==> src/rtl/clk_period_meter.sv <==
// Measures period and high time of a slow asynchronous square wave,
// counted in cycles of the fast system clock.
module clk_period_meter #(
    parameter int CNT_WIDTH   = 27,
    parameter int SYNC_STAGES = 2
) (
    input  logic                 clk,
    input  logic                 reset,
    input  logic                 ena,
    input  logic                 sig_in,
    output logic [CNT_WIDTH-1:0] period,
    output logic [CNT_WIDTH-1:0] high_time,
    output logic                 valid,
    output logic                 overflow
);

    typedef enum logic [1:0] {
        IDLE,
        WAIT_EDGE,
        MEASURE
    } state_e;

    localparam logic [CNT_WIDTH-1:0] CNT_MAX = '1;
    localparam logic [CNT_WIDTH-1:0] CNT_ONE = CNT_WIDTH'(1);

    logic [SYNC_STAGES-1:0] sync_q;
    logic                   s;
    logic                   s_d_q;
    logic                   rise_q;
    logic                   fall_q;
    logic                   ena_s_q;

    state_e state_q, state_d;

    logic [CNT_WIDTH-1:0] cnt_q, cnt_d;
    logic [CNT_WIDTH-1:0] hi_cap_q, hi_cap_d;
    logic [CNT_WIDTH-1:0] period_q, period_d;
    logic [CNT_WIDTH-1:0] high_q, high_d;
    logic                 valid_q, valid_d;
    logic                 ovf_q, ovf_d;

    assign s = sync_q[SYNC_STAGES-1];

    // Edge strobes are registered so the FSM acts on edge SYNC_STAGES+1.
    always_ff @(posedge clk) begin
        if (reset) begin
            sync_q  <= '0;
            s_d_q   <= 1'b0;
            rise_q  <= 1'b0;
            fall_q  <= 1'b0;
            ena_s_q <= 1'b0;
        end else begin
            sync_q  <= {sync_q[SYNC_STAGES-2:0], sig_in};
            s_d_q   <= s;
            rise_q  <= s & ~s_d_q;
            fall_q  <= ~s & s_d_q;
            ena_s_q <= ena;
        end
    end

    always_ff @(posedge clk) begin
        if (reset) begin
            state_q <= IDLE;
        end else begin
            state_q <= state_d;
        end
    end

    always_comb begin
        state_d = state_q;
        if (!ena_s_q) begin
            state_d = IDLE;
        end else begin
            case (state_q)
                IDLE:      state_d = WAIT_EDGE;
                WAIT_EDGE: if (rise_q) state_d = MEASURE;
                MEASURE: begin
                    if (!rise_q && cnt_q == CNT_MAX) begin
                        state_d = WAIT_EDGE;
                    end
                end
                default:   state_d = IDLE;
            endcase
        end
    end

    always_comb begin
        cnt_d    = cnt_q;
        hi_cap_d = hi_cap_q;
        period_d = period_q;
        high_d   = high_q;
        valid_d  = 1'b0;
        ovf_d    = ovf_q;
        if (!ena_s_q || state_q == IDLE) begin
            cnt_d = '0;
            ovf_d = 1'b0;
        end else begin
            case (state_q)
                WAIT_EDGE: begin
                    if (rise_q) cnt_d = CNT_ONE;
                end
                MEASURE: begin
                    // A rise landing on a saturated count still reports.
                    if (rise_q) begin
                        period_d = cnt_q;
                        high_d   = hi_cap_q;
                        valid_d  = 1'b1;
                        cnt_d    = CNT_ONE;
                    end else if (cnt_q == CNT_MAX) begin
                        ovf_d = 1'b1;
                    end else begin
                        cnt_d = cnt_q + CNT_ONE;
                    end
                    if (fall_q) hi_cap_d = cnt_q;
                end
                default: ;
            endcase
        end
    end

    always_ff @(posedge clk) begin
        if (reset) begin
            cnt_q    <= '0;
            hi_cap_q <= '0;
            period_q <= '0;
            high_q   <= '0;
            valid_q  <= 1'b0;
            ovf_q    <= 1'b0;
        end else begin
            cnt_q    <= cnt_d;
            hi_cap_q <= hi_cap_d;
            period_q <= period_d;
            high_q   <= high_d;
            valid_q  <= valid_d;
            ovf_q    <= ovf_d;
        end
    end

    assign period    = period_q;
    assign high_time = high_q;
    assign valid     = valid_q;
    assign overflow  = ovf_q;

endmodule
==> config.mk <==
export PLATFORM = sky130hd
export DESIGN_NAME = clk_period_meter
export DESIGN_NICKNAME = d
export VERILOG_FILES = /design/src/rtl/clk_period_meter.sv
export SDC_FILE = /design/constraint.sdc
export NUM_CORES = 1
export LEC_CHECK = 0
export BUFFER_PORTS_ARGS = -buffer_cell sky130_fd_sc_hd__buf_2
export CAP_MARGIN = 40
export CORE_ASPECT_RATIO = 1.4
export CORE_UTILIZATION = 45
export CTS_CLUSTER_DIAMETER = 60
export DETAILED_ROUTE_END_ITERATION = 6
export GPL_ROUTABILITY_DRIVEN = 0
export PLACE_DENSITY = 0.63
export REMOVE_ABC_BUFFERS = 1
export SLEW_MARGIN = 20
export SYNTH_ARGS = -nofsm -noshare
export SYNTH_HDL_FRONTEND = slang
export SYNTH_SLANG_ARGS = --single-unit
export TNS_END_PERCENT = 30
==> constraint.sdc <==
create_clock -name clk -period 5.23 [get_ports clk]
set_input_delay 0 -clock clk [delete_from_list [all_inputs] [get_ports clk]]
set_output_delay 0 -clock clk [all_outputs]
set_load 0.1 [all_outputs]
### Word level (Yosys, flattened, before mapping)

Index checks and enable logic that the tools add are counted.

| operators by class | value |
|---|---|
| shift operators | 0 |
| add/subtract/negate cells | 1 |
| equality and inequality tests | 6 |
| reduce and logical (&&, ||, !) cells | 14 |
| divide/modulo/power cells | 0 |
| multiplexer cells | 8 |
| $mul | 0 |
| bitwise logic cells | 8 |
| magnitude comparators | 0 |

Operators by type and width:

| kind | count |
|---|---|
| 27-bit two-way mux | 3 |
| 27-bit one-hot mux with 2 select lines | 1 |
| 27-bit by 1-bit adder with 27-bit output (second input constant) | 1 |
| 27-bit equality test (second input constant) | 1 |
| 3-bit AND reduction | 4 |
| 1-bit NOT | 6 |
| 2-bit one-hot mux with 3 select lines | 1 |
| 2-bit two-way mux | 2 |
| 2-bit inequality test (second input constant) | 2 |
| 2-bit OR reduction | 2 |
| 3-bit inequality test (second input constant) | 1 |
| 3-bit OR reduction | 1 |
| 1-bit AND | 2 |
| 2-bit by 1-bit equality test with 1-bit output (second input constant) | 1 |
| 2-bit equality test (second input constant) | 1 |
| 1-bit logical NOT | 2 |
| 2-bit logical NOT | 1 |
| 2-bit AND reduction | 1 |
| 2-bit nonzero test | 1 |
| 1-bit logical AND | 1 |
| 1-bit logical OR | 1 |
| 1-bit two-way mux | 1 |

| word-level totals | value |
|---|---|
| ROM bits | 0 |
| bits in writable memories | 0 |
| latch bits | 0 |
| input bits | 4 |
| memories kept | 0 |
| register bits | 118 |
| output and inout bits | 56 |

### Logic depth before layout (Yosys ltp)

Gate-level depths: netlist of run 1.

| depth | value |
|---|---|
| depth after elaboration | 4 |
| gate-level depth with buffers | 7 |
| gate-level depth less buffers | 6 |

### Least setup slack after synthesis of run 1

Ideal clock, no wire load.

| path | value |
|---|---|
| path kind | reg-to-reg |
| from | reg cnt_q[1] |
| to | reg cnt_q[10] |
| arrival time | 1607 ps |
| path buffers | 1 |
| period minus slack after synthesis | 1742 ps |
| library setup time | 135 ps |
| setup slack | 3488 ps |
| cell stages (with the launch flop) | 8 |
| cells stage by stage | dfxtp_1 > ha_1 > nand3_1 > nor4_4 > nand2_2 > buf_2 > a31oi_1 > a31oi_1 |

| between the ends | value |
|---|---|
| cells in the longest elaborated chain, start to end | 4 |
| elaborated cells on any way between the ends | 7 |
| those cells by class | add/sub (1); eq/ne (2); mux (3); reduce/logical (1) |

Ends and longest elaborated chain:

| what | line | RTL |
|---|---|---|
| start: declaration | 35 | `logic [CNT_WIDTH-1:0] cnt_q, cnt_d;` |
| start signal: assignment | 130 | `cnt_q <= cnt_d;` |
| 27-bit by 1-bit adder with 27-bit output | 112 | `cnt_d = cnt_q + CNT_ONE;` |
| 27-bit two-way mux | 109 | `end else if (cnt_q == CNT_MAX) begin` |
| 27-bit two-way mux | 104 | `if (rise_q) begin` |
| 27-bit one-hot mux with 2 select lines | 98 | `case (state_q)` |

Parallel ways exist; a longest one is shown, timed or not. The select of a mux whose other input is x is not followed.
A chain may end at the register's enable or synchronous reset.

### Final worst setup path of run 1

| path | value |
|---|---|
| from | reg state_q[1] |
| to | reg cnt_q[23] |

| between the ends | value |
|---|---|
| cells in the longest elaborated chain, start to end | 3 |
| elaborated cells on any way between the ends | 10 |
| those cells by class | eq/ne (4); mux (1); reduce/logical (5) |

Ends and longest elaborated chain:

| what | line | RTL |
|---|---|---|
| start: declaration | 33 | `state_e state_q, state_d;` |
| start signal: assignment | 65 | `state_q <= state_d;` |
| 2-bit equality test, or another cell as far along | 98 |  |
| 3-bit inequality test (no source line), or another cell as far along | - |  |
| 3-bit AND reduction (no source line) / 2-bit OR reduction (equally long branches) | - |  |

Parallel ways exist; a longest one is shown, timed or not.

==> metrics.yaml, run 1 <==
grt:
  overflow: 0
  grt_pass1_wl_um: 17500
  grt_max_degree: 64
  grt_pass1_vias: 3750
  antenna_found_initial: 0
  grt_use_total_pct: 21.0
synthesis:
  ys_types: 49
  synth_cells: 587
  yosysTopAreaCellShare_pct: 49.7
  synth_edf_count: 0
  yosysSeqAreaShare_pct: 49.7
  syn_area_per_cell_sq_um: 8.09
  yosys.area.top_type: "dfxtp_1"
  synth-seq-cells: 118
  syn_area_sq_um: 4750
  yosysWarnings: 0
  synth_area_leaders: "dfxtp_1, nand2_1, a21oi_1"
  async_flop_share_pct: 0
  yosys_most_used_dff: "dfxtp_1"
sta:
  slew_viol_final: 0
  period_share_pct: 44.2
  max-slew-margin-rel_pct: 52.1
  setup_viol: 0
  rsz0062_at_grt: "no"
  final.min_clock_period_ns: 2.31
  worstMarginPinSlew_ns: 0.715
  whs_ns: 0.0443
  clock-skew-final_ns: 0.0109
  setup_tns_ns: 0
  fmax_ghz: 0.433
  fin_ws_ns: 2.92
  finalHoldViolCount: 0
die:
  die_w_um: 88.8
  io_pins: 60
  core_sq_um: 10300
  initial_core_util_pct: 46.1
  row_count: 44
  die_area_sq_um: 11000
  fp.dieH_um: 124
final_layout:
  layout_commonest_cell: "nand2_1"
  drive_gt1_share_pct: 17.7
  area_growth_pct: 20.3
  layout.nets: 638
  insertedDiodeCount: 0
  final_cell_mix: "nand2_1, dfxtp_1, a21oi_1"
clock_tree:
  clock_latency_ns: 0.41
  tritoncts: "yes"
  clock_sinks: 118
  cts_setup_buffers: 0
  clockBufferDepth: 2
  htree_levels: 4
  cts_root_buf: "clkbuf_16"
  numCtsBuffers: 17
  cts_resized: 0
  path_clk_slew_ns: 0.05
detailed_routing:
  drt-total-wl_um: 10900
  drt_iter0_drc: 252
  antenna_left: 0
  vias: 4228
  via_per_inst: 5.40
  first_pass_iters: 5
  wl_per_cell_um: 13.9
  drc: 0
placement:
  io_buffers: 59
  pre_cts_slack_ns: 2.98
  hpwl_um: 7150
worst_setup_path:
  cp-start-kind: "register"
  path_max_fanout: 12
  path_class: "register to register"
  arrival_ns: 2.64
  crit_path_end_kind: "register"
  critical_path_required_ns: 5.56
power_and_ir_drop:
  powerDensity_nw_per_um2: 362
  p_leak_nw: 2.07
  vdd_ir_drop_max_uv: 195
flow_run:
  drv_cap: 0
outcome:
  status: "completed"
hold_path:
  hp-class: "input port to register"
[metrics by stage]
stage / power, mW / utilization [%] / cells / area [sq um]
6_report: 2.07 / 55.5 / 783 / 5710
5_1_grt: 2.13 / 55.5 / 783 / 5710
4_1_cts: 2.09 / 55.5 / 783 / 5710
3_5_place_dp: 0.940 / 49.6 / 749 / 5100
3_3_place_gp: 0.939 / 48.7 / 744 / 5010
2_1_floorplan: 0.926 / - / 545 / 4520
[final timing paths]
path	start	to	slack [ns]	cells past startpoint
worst max-delay path	state_q[1]$_SDFFE_PP0P_	cnt_q[23]$_SDFFE_PP0P_	2.92	6
worst min-delay path	reset	ena_s_q$_SDFF_PP0_	0.04	2
worst max register to register	state_q[1]$_SDFFE_PP0P_	cnt_q[23]$_SDFFE_PP0P_	2.92	6
worst min register to register	s_d_q$_SDFF_PP0_	rise_q$_SDFF_PP0_	0.40	1
[cell type report]
cell class                      count  area, sq um
Sequential cell                   118         2360
Tap cell                          138          173
Multi-Input combinational cell    425         2160
Inverter                            2         7.51
Timing Repair Buffer               68          427
Clock buffer                       17          425
Clock inverter                     15          163
Fill cell                         986         4580
[power breakdown]
group          switching, mW  leakage, nW  internal, mW
registers            0.00165        0.951         0.902
logic                 0.0134        0.836       0.00479
clock network          0.404        0.280         0.740
[per-layer routing]
layer / part of all wire, % / up-vias / GRT usage (%)
met5: 0 / - / 0
met1: 44 / 1988 / 25.1
li1: - / 2110 / -
met2: 50 / 110 / 35.0
met4: 1.7 / 0 / 10.6
met3: 3.9 / 20 / 4.74
[cell usage after synthesis, types with 3 or more instances]
| master | number |
|---|---|
| dfxtp_1 | 118 |
| clkbuf_8 | 4 |
| a31oi_1 | 14 |
| nand4_1 | 7 |
| a21oi_1 | 99 |
| a41oi_1 | 5 |
| nor3_2 | 3 |
| clkbuf_1 | 30 |
| nor2_1 | 19 |
| a211oi_1 | 3 |
| buf_2 | 4 |
| nor2b_1 | 7 |
| nand2_1 | 179 |
| nand3_1 | 18 |
| and3_1 | 10 |
| nand3b_1 | 3 |
| and4_1 | 5 |
| a311oi_1 | 3 |
| o21ai_0 | 13 |
[cells by family after synthesis]
family / Yosys count / share of synthesized area [%]
XOR/XNOR: 1 / 0.184
multiplexers: 2 / 0.422
AND/OR/NAND/NOR: 272 / 26.5
adder cells (fa/ha/maj): 2 / 0.527
buffers and inverters: 44 / 5.01
AO/OA/AOI/OAI: 148 / 17.6
flip-flops: 118 / 49.7
[critical path, cell delays in order, from the launching register on]
cell,delay [ns]
dfxtp_1,0.38
nor2b_1,0.39
nand2b_1,0.38
nor2_1,0.57
buf_6,0.24
o211ai_1,0.11
a31oi_1,0.17
[flip-flops by register name, summed over array words and instances, names as in the netlist, 2 cells and up]
name,count
hi_cap_q,27
sync_q,2
period,27
state_q,2
cnt_q,27
high_time,27
[what timing repair did]
item | 4_1_cts | 5_1_grt
hold endpoints to repair | 2 | 0
hold buffers | 2 | 0
setup endpoints to repair | 0 | 0
No activity file was read; power rests on OpenSTA's default activity.
==> run 2: changes to the inputs <==
- clock period: 5.23 -> 2.15 ns (I/O delays scaled with it)
==> run 2 against run 1 <==
  * Sequential share of layout area is 1.4 points lower
  * Clock skew decreased by 0.0043 ns
  * Critical path depth is the same
  * Die area did not move
  * Non-clock buffer count up 22
  * Final cell count up 2.8%
  * First-iteration DRC count up 11%
  * Utilization increased by 1.9 points
  * Fmax is 19% higher
==> metrics.yaml, run 2 (synthesis results as in run 1) <==
hold_path:
  holdPathEnd: "sync_q[0]$_SDFF_PP0_"  # was ena_s_q$_SDFF_PP0_
  holdCritStartpoint: "sig_in"  # was reset
  hold_depth: 3  # was 2
  hp-class: "input port to register"  # unchanged
grt:
  grtUsageMet3_pct: 5.34  # was 4.74%
  grtUsageMet1_pct: 24.8  # was 25.1%
  grt-busiest-layer: "met2"  # unchanged
  grt_max_degree: 88  # was 64
  overflow: 0  # unchanged
  grt_pass1_wl_um: 17800  # was 17,500 um
  grt_use_total_pct: 21.3  # was 21.0%
  antenna_found_initial: 0  # unchanged
  grtUsageMet2_pct: 35.8  # was 35.0%
  grt_pass1_vias: 3763  # was 3,750
clock_tree:
  path_clk_slew_ns: 0.06  # was 0.05 ns
  htree_levels: 4  # unchanged
  numCtsBuffers: 17  # unchanged
  tritoncts: "yes"  # unchanged
  clock_latency_ns: 0.41  # about the same
  cts_resized: 0  # unchanged
  clock_sinks: 118  # unchanged
  cts_root_buf: "clkbuf_16"  # unchanged
  clockBufferDepth: 2  # unchanged
final_layout:
  drive_gt1_share_pct: 20.2  # was 17.7%
  area_growth_pct: 24.4  # was 20.3%
  final_cell_mix: "nand2_1, dfxtp_1, a21oi_1"  # unchanged
  layout.nets: 660  # was 638
  fill_cells: 953  # was 986
  insertedDiodeCount: 0  # unchanged
  layout_commonest_cell: "nand2_1"  # unchanged
sta:
  setup_tns_ns: 0  # unchanged
  final.min_clock_period_ns: 1.94  # was 2.31 ns
  max-slew-margin-rel_pct: 55.3  # was 52.1%
  fmax_ghz: 0.516  # was 0.433 GHz
  clock-skew-final_ns: 0.00667  # was 0.0109 ns
  worstMarginPinSlew_ns: 0.664  # was 0.715 ns
  period_share_pct: 90.1  # was 44.2%
  finalHoldViolCount: 0  # unchanged
  rsz0062_at_grt: "no"  # unchanged
  slew_viol_final: 0  # unchanged
  whs_ns: 0.339  # was 0.0443 ns
  setup_viol: 0  # unchanged
worst_setup_path:
  path_class: "register to register"  # unchanged
  critical_path_required_ns: 2.49  # was 5.56 ns
  reg2regPathDepth: 6  # unchanged
  r2r-start: "cnt_q[0]$_SDFFE_PP0P_"  # was state_q[1]$_SDFFE_PP0P_
  r2r_slack_ns: 0.21  # was 2.92 ns
  crit_path_end_kind: "register"  # unchanged
  cp-start-kind: "register"  # unchanged
  path_max_fanout: 15  # was 12
  crit_start: "cnt_q[0]$_SDFFE_PP0P_"  # was state_q[1]$_SDFFE_PP0P_
  reg2reg_to: "cnt_q[2]$_SDFFE_PP0P_"  # was cnt_q[23]$_SDFFE_PP0P_
  arrival_ns: 2.27  # was 2.64 ns
placement:
  io_buffers: 59  # unchanged
  hpwl_um: 7270  # was 7150 um
detailed_routing:
  drc: 0  # unchanged
  wl_per_cell_um: 13.8  # was 13.9 um
  drt_iter0_drc: 279  # was 252
  vias: 4311  # was 4,228
  antenna_left: 0  # unchanged
  drt-total-wl_um: 11100  # was 10,900 um
  first_pass_iters: 4  # was 5
  via_per_inst: 5.36  # was 5.40
flow_run:
  drv_cap: 0  # unchanged
die:
  io_pins: 60  # unchanged
  initial_core_util_pct: 46.1  # unchanged
  row_count: 44  # unchanged
  die_w_um: 88.8  # unchanged
  die_area_sq_um: 11000  # unchanged
  fp.dieH_um: 124  # unchanged
  core_sq_um: 10300  # unchanged
power_and_ir_drop:
  p_leak_nw: 2.19  # was 2.07 nW
  powerDensity_nw_per_um2: 902  # was 362 nW/um^2
  vdd_ir_drop_max_uv: 603  # was 195 uV
outcome:
  status: "completed"  # unchanged
==> run 2: where the power goes <==
part | leakage, nW | switching [mW] | total [mW] | internal (mW)
logic | 0.936 | 0.0347 | 0.0532 | 0.0184
registers | 0.951 | 0.00431 | 2.20 | 2.19
clock network | 0.306 | 1.02 | 3.08 | 2.06
==> run 2: stage by stage <==
step           cells  instance area [sq um]  util (%)  total power, mW  worst slack, ns
6_report         805                   5910      57.4             5.33            0.213
5_1_grt          805                   5910      57.4             5.50           0.0522
4_1_cts          802                   5870      57.0             5.37            0.174
3_5_place_dp     767                   5180      50.3             2.29            0.183
3_3_place_gp     767                   5180      50.3             2.29            0.252
2_1_floorplan    545                   4520         -             2.25           0.0345
==> run 2: what timing repair did <==
| item | in CTS | in global routing |
|---|---|---|
| hold buffers | 3 | 0 |
| endpoints found under the setup margin | 0 | 2 |
| endpoints found under the hold margin | 3 | 0 |
| setup buffers | 0 | 2 |
==> run 2: worst max-delay path by stage <==
stage                                endpoint  slack (ns)  cells past startpoint
global route           cnt_q[13]$_SDFFE_PP0P_        0.05                      6
detailed placement     cnt_q[26]$_SDFFE_PP0P_        0.18                      5
finish                  cnt_q[2]$_SDFFE_PP0P_        0.21                      6
CTS                    cnt_q[26]$_SDFFE_PP0P_        0.17                      5
floorplan           high_time[0]$_SDFFE_PP0P_        0.03                      4
global placement       cnt_q[26]$_SDFFE_PP0P_        0.25                      5
==> run 2: final cells by class <==
cell class / instances / area [sq um] / area share [%]
Timing Repair Buffer: 90 / 556 / 9.40
Inverter: 2 / 7.51 / 0.127
Multi-Input combinational cell: 425 / 2160 / 36.5
Tap cell: 138 / 173 / 2.92
Clock buffer: 17 / 425 / 7.20
Clock inverter: 15 / 229 / 3.88
Sequential cell: 118 / 2360 / 40.0
==> run 2: metal layers <==
layer	vias up	wire length (um)
met5	-	0
met4	0	308
met3	31	418
met2	96	5700
met1	2026	4710
li1	2158	-
==> run 2: critical path, stage by stage, from the launching register on <==
cell and delay [ns]:
dfxtp_1 0.41, ha_1 0.20, nand3_1 0.13, nor4_4 0.45, a21o_4 0.29, nand2_2 0.18, a31oi_1 0.21
==> run 3: changes to the inputs <==
- clock period: 2.15 -> 2 ns (I/O delays scaled with it)
==> run 3 against run 2 <==
  * Critical path depth unchanged
  * Non-clock buffer count up 2
  * Flip-flop and latch count unchanged
==> metrics.yaml, run 3 (synthesis results as in run 1) <==
flow_run:
  drv_cap: 0  # unchanged
worst_setup_path:
  arrival_ns: 2.18  # was 2.27 ns
  cp-start-kind: "register"  # unchanged
  crit_buf_inv: 1  # was 0
  cpMaxStageDelayCell: "dfxtp_1"  # was nor4_4
  crit_path_end_kind: "register"  # unchanged
  path_class: "register to register"  # unchanged
  critical_path_required_ns: 2.33  # was 2.49 ns
  critical_path.top_delay_family: "simple AND/OR/NAND/NOR gates"  # unchanged
  slowest_delay_ns: 0.46  # was 0.45 ns
  worstPathCellList: "nand4_4, nor4_4, buf_4, a21o_4, nand2_2, a31oi_1"  # was ha_1, nand3_1, nor4_4, a21o_4, nand2_2, a31oi_1
  path_max_fanout: 15  # unchanged
  r2r_slack_ns: 0.14  # was 0.21 ns
sta:
  finalHoldViolCount: 0  # unchanged
  worstMarginPinSlew_ns: 0.491  # was 0.664 ns
  max-slew-margin-rel_pct: 67.5  # was 55.3%
  slew_viol_final: 0  # unchanged
  setup_viol: 0  # unchanged
  fin_ws_ns: 0.145  # was 0.213 ns
  fmax_ghz: 0.539  # was 0.516 GHz
  clock-skew-final_ns: 0.00844  # was 0.00667 ns
  rsz0062_at_grt: "no"  # unchanged
  final.min_clock_period_ns: 1.86  # was 1.94 ns
  period_share_pct: 92.8  # was 90.1%
die:
  core_sq_um: 10300  # unchanged
  initial_core_util_pct: 46.1  # unchanged
  die_w_um: 88.8  # unchanged
  row_count: 44  # unchanged
  fp.dieH_um: 124  # unchanged
  die_area_sq_um: 11000  # unchanged
  io_pins: 60  # unchanged
clock_tree:
  htree_levels: 4  # unchanged
  path_clk_slew_ns: 0.05  # was 0.06 ns
  cts_setup_buffers: 0  # unchanged
  clock_sinks: 118  # unchanged
  cts_root_buf: "clkbuf_16"  # unchanged
  tritoncts: "yes"  # unchanged
  clock_latency_ns: 0.41  # about the same
  clockBufferDepth: 2  # unchanged
  numCtsBuffers: 17  # unchanged
power_and_ir_drop:
  p_comb_share_pct: 0.9  # was 1.0%
  power.switching_mw: 1.05  # was 1.06 mW
  clkPwrFrac_pct: 56.3  # was 57.8%
  internal_power_mw: 4.48  # was 4.27 mW
  p_leak_nw: 2.22  # was 2.19 nW
  sw_frac_of_total_pct: 19.1  # was 19.8%
  powerDensity_nw_per_um2: 940  # was 902 nW/um^2
  vdd_ir_drop_max_uv: 569  # was 603 uV
  power_frac_seq_pct: 42.7  # was 41.2%
detailed_routing:
  wl_per_cell_um: 14.0  # was 13.8 um
  first_pass_iters: 4  # unchanged
  via_per_inst: 5.31  # was 5.36
  antenna_left: 0  # unchanged
  drt_iter0_drc: 226  # was 279
  drc: 0  # unchanged
  drt-total-wl_um: 11300  # was 11,100 um
  vias: 4288  # was 4,311
final_layout:
  layout.nets: 662  # was 660
  multi_input_area_sq_um: 2170  # was 2160 sq um
  ff_latch_area_sq_um: 2360  # unchanged
  area_growth_pct: 23.9  # was 24.4%
  drive_gt1_share_pct: 20.2  # about the same
  stdcell_area_sq_um: 5880  # was 5910 sq um
  layout_commonest_cell: "nand2_1"  # unchanged
  final_cell_mix: "nand2_1, dfxtp_1, a21oi_1"  # unchanged
  insertedDiodeCount: 0  # unchanged
  fill_cells: 989  # was 953
placement:
  pre_cts_slack_ns: 0.158  # was 0.183 ns
  io_buffers: 59  # unchanged
  hpwl_um: 7560  # was 7270 um
  place_area_sq_um: 5240  # was 5180 sq um
grt:
  grt_pass1_wl_um: 18400  # was 17,800 um
  grt_use_total_pct: 22.1  # was 21.3%
  grt_max_degree: 88  # unchanged
  overflow: 0  # unchanged
  grt_pass1_vias: 4014  # was 3,763
  antenna_found_initial: 0  # unchanged
hold_path:
  hp-class: "input port to register"  # unchanged
outcome:
  status: "completed"  # unchanged
-- run 3: per-layer routing --
metal	GRT usage, %	vias up	share of wire [%]
li1	-	2155	-
met1	25.1	2018	42
met2	37.9	91	52
met3	5.27	24	3.7
met4	11.6	0	2.7
met5	0	-	0
-- run 3: what timing repair did --
item | in CTS | in global routing
gates resized for setup | 0 | 4
hold buffers | 2 | 0
endpoints found under the hold margin | 2 | 0
setup endpoints to repair | 0 | 3
-- run 3: worst paths after layout --
check / from / endpoint / cells after the start
worst min-delay path: reset / state_q[0]$_SDFFE_PP0P_ / 3
worst max register to register: cnt_q[3]$_SDFFE_PP0P_ / cnt_q[15]$_SDFFE_PP0P_ / 6
worst min register to register: s_d_q$_SDFF_PP0_ / rise_q$_SDFF_PP0_ / 1
worst max-delay path: cnt_q[3]$_SDFFE_PP0P_ / cnt_q[15]$_SDFFE_PP0P_ / 6
-- run 3: stage by stage --
step,utilization [%],hold WS [ns],total power [mW],std cells,TNS (ns)
6_report,57.1,0.00862,5.53,807,0
5_1_grt,57.1,0.0302,5.70,807,0
4_1_cts,57.0,0.00434,5.58,807,0
3_5_place_dp,50.9,0.213,2.46,773,0
3_3_place_gp,50.9,0.215,2.46,773,0
2_1_floorplan,-,0.0691,2.42,545,-6.39
-- run 3: layout make-up --
type | instances | share of cell area (%)
Clock inverter | 10 | 2.59
Timing Repair Buffer | 92 | 9.53
Tap cell | 138 | 2.93
Inverter | 2 | 0.128
Sequential cell | 118 | 40.2
Clock buffer | 22 | 7.72
Multi-Input combinational cell | 425 | 36.9
-- run 3: worst min-delay path, stage by stage --
cell,delay [ns]
buf_2,0.17
nor2b_1,0.09
o21a_1,0.10
-- run 3: power groups by stage --
stage | clock network (mW) | registers [mW] | logic [mW]
finish | 3.12 | 2.36 | 0.0522
global route | 3.28 | 2.36 | 0.0576
CTS | 3.16 | 2.36 | 0.0528
detailed placement | 0 | 2.41 | 0.0503
global placement | 0 | 2.41 | 0.0490
floorplan | 0 | 2.41 | 0.0116
